[src/rtl/env_adsr.sv]
// Per-voice ADSR envelope: a 16-bit accumulator stepped once per sample strobe,
// plus a two-stage multiplier that scales the offset-binary voice sample by it.
module env_adsr #(
  parameter int WAVE_W = 12,
  parameter int ACC_W  = 16
) (
  input  logic              clk,
  input  logic              rst,
  input  logic              sample_en,
  input  logic              gate,
  input  logic [7:0]        attack_rate,
  input  logic [7:0]        decay_rate,
  input  logic [7:0]        sustain_lvl,
  input  logic [7:0]        release_rate,
  input  logic [WAVE_W-1:0] wave_in,
  output logic [WAVE_W-1:0] wave_out,
  output logic              out_valid,
  output logic [WAVE_W-1:0] env_level,
  output logic [2:0]        state,
  output logic              busy
);

  typedef enum logic [2:0] {
    IDLE    = 3'd0,
    ATTACK  = 3'd1,
    DECAY   = 3'd2,
    SUSTAIN = 3'd3,
    RELEASE = 3'd4
  } adsr_state_t;

  localparam logic [ACC_W-1:0]  ACC_MAX = {ACC_W{1'b1}};
  localparam logic [WAVE_W-1:0] MID     = {1'b1, {(WAVE_W-1){1'b0}}};

  adsr_state_t      state_q, state_d;
  logic [ACC_W-1:0] acc_q, acc_d;
  logic [ACC_W-1:0] target;
  logic [ACC_W:0]   att_step, dec_step, rel_step;
  logic [ACC_W:0]   att_sum, dec_diff, rel_diff;

  // Steps are rate*16, kept one bit wider than acc so overflow/underflow is visible.
  assign att_step = {{(ACC_W-11){1'b0}}, attack_rate,  4'b0000};
  assign dec_step = {{(ACC_W-11){1'b0}}, decay_rate,   4'b0000};
  assign rel_step = {{(ACC_W-11){1'b0}}, release_rate, 4'b0000};
  assign att_sum  = {1'b0, acc_q} + att_step;
  assign dec_diff = {1'b0, acc_q} - dec_step;
  assign rel_diff = {1'b0, acc_q} - rel_step;
  assign target   = {sustain_lvl, sustain_lvl};

  always_ff @(posedge clk) begin
    if (rst) begin
      state_q <= IDLE;
      acc_q   <= '0;
    end else begin
      state_q <= state_d;
      acc_q   <= acc_d;
    end
  end

  always_comb begin
    state_d = state_q;
    acc_d   = acc_q;
    if (sample_en) begin
      case (state_q)
        IDLE: begin
          if (gate) state_d = ATTACK;
        end
        ATTACK: begin
          if (!gate) begin
            state_d = RELEASE;
          end else if (attack_rate == 8'd0 || att_sum >= {1'b0, ACC_MAX}) begin
            acc_d   = ACC_MAX;
            state_d = DECAY;
          end else begin
            acc_d = att_sum[ACC_W-1:0];
          end
        end
        DECAY: begin
          // A borrow out of the subtract means the result went below zero.
          if (!gate) begin
            state_d = RELEASE;
          end else if (decay_rate == 8'd0 || dec_diff[ACC_W] ||
                       dec_diff[ACC_W-1:0] <= target) begin
            acc_d   = target;
            state_d = SUSTAIN;
          end else begin
            acc_d = dec_diff[ACC_W-1:0];
          end
        end
        SUSTAIN: begin
          if (!gate) state_d = RELEASE;
          else       acc_d   = target;
        end
        RELEASE: begin
          // Retrigger keeps the current level instead of restarting from zero.
          if (gate) begin
            state_d = ATTACK;
          end else if (release_rate == 8'd0 || rel_diff[ACC_W] ||
                       rel_diff[ACC_W-1:0] == '0) begin
            acc_d   = '0;
            state_d = IDLE;
          end else begin
            acc_d = rel_diff[ACC_W-1:0];
          end
        end
        default: begin
          state_d = IDLE;
          acc_d   = '0;
        end
      endcase
    end
  end

  assign env_level = acc_q[ACC_W-1 -: WAVE_W];
  assign state     = state_q;
  assign busy      = (state_q != IDLE);

  // Scaling pipeline: stage 1 captures the centred sample and the pre-update level.
  logic signed [WAVE_W:0]     s_q;
  logic [WAVE_W-1:0]          env_q;
  logic                       v1_q;
  logic signed [2*WAVE_W+1:0] prod;
  logic [WAVE_W-1:0]          wave_q;
  logic                       valid_q;
  logic                       unused_prod;

  always_ff @(posedge clk) begin
    if (rst) begin
      s_q   <= '0;
      env_q <= '0;
      v1_q  <= 1'b0;
    end else begin
      v1_q <= sample_en;
      if (sample_en) begin
        s_q   <= $signed({1'b0, wave_in}) - $signed({2'b01, {(WAVE_W-1){1'b0}}});
        env_q <= env_level;
      end
    end
  end

  // Floor-shifting by WAVE_W then truncating is the same as slicing these bits.
  assign prod        = s_q * $signed({1'b0, env_q});
  assign unused_prod = ^{prod[2*WAVE_W+1:2*WAVE_W], prod[WAVE_W-1:0]};

  always_ff @(posedge clk) begin
    if (rst) begin
      wave_q  <= MID;
      valid_q <= 1'b0;
    end else begin
      valid_q <= v1_q;
      if (v1_q) wave_q <= prod[WAVE_W +: WAVE_W] + MID;
    end
  end

  assign wave_out  = wave_q;
  assign out_valid = valid_q;

endmodule
[config.mk]
export PLATFORM = sky130hd
export DESIGN_NAME = env_adsr
export DESIGN_NICKNAME = d
export VERILOG_FILES = /design/src/rtl/env_adsr.sv
export SDC_FILE = /design/constraint.sdc
export NUM_CORES = 1
export LEC_CHECK = 0
export ABC_AREA = 0
export ABC_CLOCK_PERIOD_IN_PS = 5100
export CAP_MARGIN = 5
export CORE_ASPECT_RATIO = 1.5
export CORE_MARGIN = 2
export CORE_UTILIZATION = 55
export DETAILED_ROUTE_END_ITERATION = 8
export PLACE_DENSITY = 0.81
export RECOVER_POWER = 50
export SYNTH_ARGS = -nofsm -noshare
export SYNTH_HDL_FRONTEND = slang
export SYNTH_SLANG_ARGS = --single-unit
[constraint.sdc]
create_clock -name clk -period 5.1 [get_ports clk]
set_input_delay 1.02 -clock clk [delete_from_list [all_inputs] [get_ports clk]]
set_output_delay 1.02 -clock clk [all_outputs]
set_load 0.05 [all_outputs]
## Word-level counts from Yosys, hierarchy flattened

Index checks and enable logic that the tools add are counted.

| cells by class | value |
|---|---|
| eq/ne operators | 13 |
| multipliers | 1 |
| reductions and logical operators | 13 |
| muxes and demuxes | 17 |
| $lt $le $gt $ge | 2 |
| shift-type cells | 0 |
| $add $sub $neg | 5 |
| bitwise logic cells | 1 |
| divide/modulo/power cells | 0 |

Operators with widths:

| operator | count |
|---|---|
| 16-bit 2-to-1 mux | 7 |
| 16-bit case mux with 5 select lines | 1 |
| 16-bit by 12-bit subtractor with 17-bit output | 2 |
| 8-bit logical NOT | 3 |
| 13-bit by 13-bit multiplier with 24-bit output | 1 |
| 3-bit 2-to-1 mux | 8 |
| 16-bit by 12-bit adder with 17-bit output | 1 |
| 17-bit by 16-bit greater-or-equal comparator with 1-bit output, second input constant | 1 |
| 16-bit less-or-equal comparator | 1 |
| 16-bit logical NOT | 1 |
| 3-bit case mux with 5 select lines | 1 |
| 12-bit by 12-bit subtractor with 13-bit output, second input constant | 1 |
| 12-bit adder, second input constant | 1 |
| 2-bit inequality test, second input constant | 6 |
| 6-bit AND reduction | 2 |
| 3-bit inequality test, second input constant | 3 |
| 3-bit by 2-bit equality test with 1-bit output, second input constant | 2 |
| 1-bit logical OR | 5 |
| 3-bit by 1-bit equality test with 1-bit output, second input constant | 1 |
| 3-bit equality test, second input constant | 1 |
| 3-bit logical NOT | 1 |
| 3-bit nonzero test | 1 |
| 1-bit NOT | 1 |

| storage, ports and cells | value |
|---|---|
| register bits | 58 |
| memory bits (read-only) | 0 |
| output and inout bits | 29 |
| latch bits | 0 |
| memories | 0 |
| bits of input ports | 48 |
| bits in writable memories | 0 |
| word-level logic and storage cells | 59 |

## Depth between registers and ports, before layout

| depth | value |
|---|---|
| depth after elaboration | 6 |
| depth in mapped cells | 21 |
| depth with buffers taken out | 20 |

## Least setup slack after synthesis

Ideal clock, no wire load.

| timing | value |
|---|---|
| kind | register to register |
| start point | register env_q[1] |
| end point | register wave_q[10] (netlist: wave_out[10]) |
| library setup time | 0.127 ns |
| data required time | 4.973 ns |
| period minus slack after synthesis | 5.513 ns |
| slack | -0.413 ns |
| stages on the path, launching flop included | 19 |
| buffers on the path | 1 |
| arrival time | 5.386 ns |
| path through | dfxtp_1 > clkbuf_1 > and2_1 > fa_1 > inv_1 > fa_1 > inv_1 > fa_1 > fa_1 > fa_1 > ha_1 > a21o_1 > a21o_1 > a21o_1 > a21oi_1 > nand2_1 > o221a_2 > nor4bb_1 > or3_1 |

| on the way | value |
|---|---|
| longest elaborated chain between the ends | 2 |

RTL lines:

| item | line | text |
|---|---|---|
| start: declaration | 119 | `logic [WAVE_W-1:0] env_q;` |
| start signal: assignment | 135 | `env_q <= env_level;` |
| 13-bit by 13-bit multiplier with 24-bit output | 141 | `assign prod = s_q * $signed({1'b0, env_q});` |
| 12-bit adder | 150 | `if (v1_q) wave_q <= prod[WAVE_W +: WAVE_W] + MID;` |
| end signal: assignment | 150 |  |
| end: declaration | 122 | `logic [WAVE_W-1:0] wave_q;` |

No other way between the ends.
A chain may end at the register's enable or synchronous reset.

## Worst setup path in the final report

| timing | value |
|---|---|
| start point | register env_q[3] |
| end point | register wave_q[10] (netlist: wave_out[10]) |

The elaborated chain is that of the path after synthesis.

==> flow_summary.json <==
{
  "groute.usage.overall_pct": 31.4,
  "min_period_ps": 5540,
  "hold_path_class": "flip-flop to flip-flop",
  "skew_ps": 7.19,
  "hold_violations": 0,
  "setup_ws_ps": -438,
  "htreeDepth": 3,
  "hold_slack_ps": 501,
  "final_util_pct": 70.8,
  "synth_edf_count": 0,
  "final_net_count": 1580,
  "drt-vias-per-instance": 5.91,
  "coreArea_sq_mm": 0.0174,
  "synth_nets": 1418,
  "power_density_mw_per_mm2": 115,
  "relSlewSlack_pct": 37.3,
  "grt_pass1_vias": 9493,
  "clk_latency_ps": 340,
  "die_area_sq_mm": 0.0189,
  "root_buffer": "clkbuf_16",
  "setup_viol": 10,
  "cts_buffers": 9,
  "antenna_found_initial": 0,
  "firstDrtPassIters": 7,
  "ys.flop_type": "dfxtp_1",
  "maxSlewViolCount": 0,
  "vias": 8989,
  "fmax_mhz": 181,
  "holdBufCountCts": 0,
  "status": "finished with violations",
  "clk_pin_slew_ps": 60,
  "n_antenna_cell": 0,
  "die_y_microns": 167,
  "overflow": 0,
  "rsz0062_at_grt": "yes",
  "ys_types": 71,
  "postRouteWirelength_microns": 30600,
  "grt_pass1_wl_microns": 46600,
  "ys_seq_area_share_pct": 11.6,
  "synthesis.area_sq_mm": 0.00980,
  "antenna_left": 0,
  "cts.sinks": 57,
  "drcViolationCount": 2,
  "nFillCells": 1273,
  "timing.final.crit_share_pct": 109,
  "cap_violations": 0,
  "layout_commonest_cell": "inv_1",
  "drt_iter0_drc": 641,
  "syn_inst": 1141,
  "initial_core_util_pct": 56.2,
  "vdd_drop_max_uv": 119,
  "seqCellArea_sq_mm": 0.00116,
  "multi_input_area_sq_mm": 0.00798,
  "final_cell_mix": "inv_1 (200), fa_1 (133), buf_4 (121)",
  "drive_gt1_share_pct": 17.7,
  "leakagePower_nw": 6.18,
  "die_width_microns": 113,
  "violations": "DRC, setup timing",
  "gp_congestion": 1.02,
  "critPathKind": "flip-flop to flip-flop",
  "max-clock-path-buffers": 2,
  "hpwlAfterDp_microns": 22200,
  "avgSynthCellArea_sq_um": 8.59,
  "yosys_register_bits": 57,
  "postSynth.asyncResetShare_pct": 0,
  "grt_max_degree": 60,
  "startpoint_type": "flip-flop",
  "io_pins": 77,
  "arrival_ps": 5750,
  "path_max_fanout": 7,
  "syn2layout_area_growth_pct": 25.9,
  "wire_per_inst_microns": 20.1,
  "cp.required_ps": 5320,
  "rows": 59,
  "yosys_warnings": 0,
  "tightest_slew_ps": 940,
  "io_buffers": 76,
  "crit_path_end_kind": "flip-flop",
  "cts_tree": "done"
}
## Yosys cell counts (all sizes together), types with 10 or more instances
master	number	share of area (%)
inv	211	8.1
fa	137	28
nand2	106	4.1
ha	92	12
and2	74	4.7
nor2	65	2.5
dfxtp	57	12
clkbuf	39	1.5
a21oi	32	1.6
mux2i	32	3.3
xnor2	29	2.6
o21ai	23	1.2
buf	19	1.2
a21o	16	1.2
nor3	15	0.77
xor2	12	1.1
nand2b	10	0.64
nand3	10	0.51
nor2b	10	0.64
## sequential cells by signal, indices dropped and copies added, names as in the netlist
signal     flops
acc_q         16
env_q         12
s_q           12
wave_out      12
state          3
out_valid      1
v1_q           1
## path summary, 6_finish.rpt
check,startpoint,end,slack (ps),cells past startpoint
min,wave_out[0],wave_out[0],500,2
max reg2reg,env_q[3],wave_out[10],-440,18
max,env_q[3],wave_out[10],-440,18
min reg2reg,wave_out[0],wave_out[0],500,2
## metrics by stage
step	area, sq um	std cells	setup slack [ps]	TNS [ps]	total power, W
finish	12300	1521	-438	-2520	0.00142
detailed placement	11500	1488	-427	-7890	0.000773
global route	12300	1521	-508	-4090	0.00145
CTS	12100	1514	-213	-966	0.00140
global placement	11500	1488	-367	-5920	0.000768
floorplan	9880	1141	-82.4	-82.4	0.000637
## cells by family after synthesis
kind of cell	share of synthesized area, %
and+or+nand+nor	17.8
buffers and inverters	10.8
adders and majority gates	39.9
AOI/OAI and AO/OA	12.8
DFF	11.6
xor gates and xnor gates	3.66
muxes	3.38
## power breakdown
group | total (W) | leakage, nW | switching (W) | internal, W
registers | 0.000474 | 0.468 | 0.0000211 | 0.000453
clock network | 0.000637 | 0.149 | 0.000232 | 0.000405
logic | 0.000305 | 5.57 | 0.000169 | 0.000136
## layout make-up
cell class | instances | area share (%)
repair buffers | 209 | 14.8
multi-input cells | 815 | 64.6
inverters | 211 | 6.45
clock inverters | 4 | 0.416
flip-flops and latches | 57 | 9.43
well taps | 213 | 2.16
clock buffers | 12 | 2.08
## worst max-delay path, cell delays in order (launching register included)
cell and delay [ps]:
dfxtp_4 370, and2_4 140, fa_1 590, inv_2 60, fa_2 580, clkinvlp_4 150, buf_4 170, fa_1 580
fa_1 470, fa_1 560, ha_4 230, a21o_1 180, a21o_1 170, a21o_1 160, a21oi_2 170, nand2_1 90
o221a_4 260, nor4bb_1 120, or3_1 360
## routing by layer
metal	wire length, microns	part of all wire (%)	GRT usage, %
met4	2240	7.3	17.4
met3	1550	5.1	2.93
met1	10400	34	32.9
met5	0	0	0
met2	16400	54	60.3
## timing repair
item                       in CTS  in global routing
setup buffers                  10                  8
gates cloned                    0                  0
pin swaps                      31                 37
gates resized for setup        37                 47
setup endpoints to repair      16                 29
(Power assumes the default switching activity.)
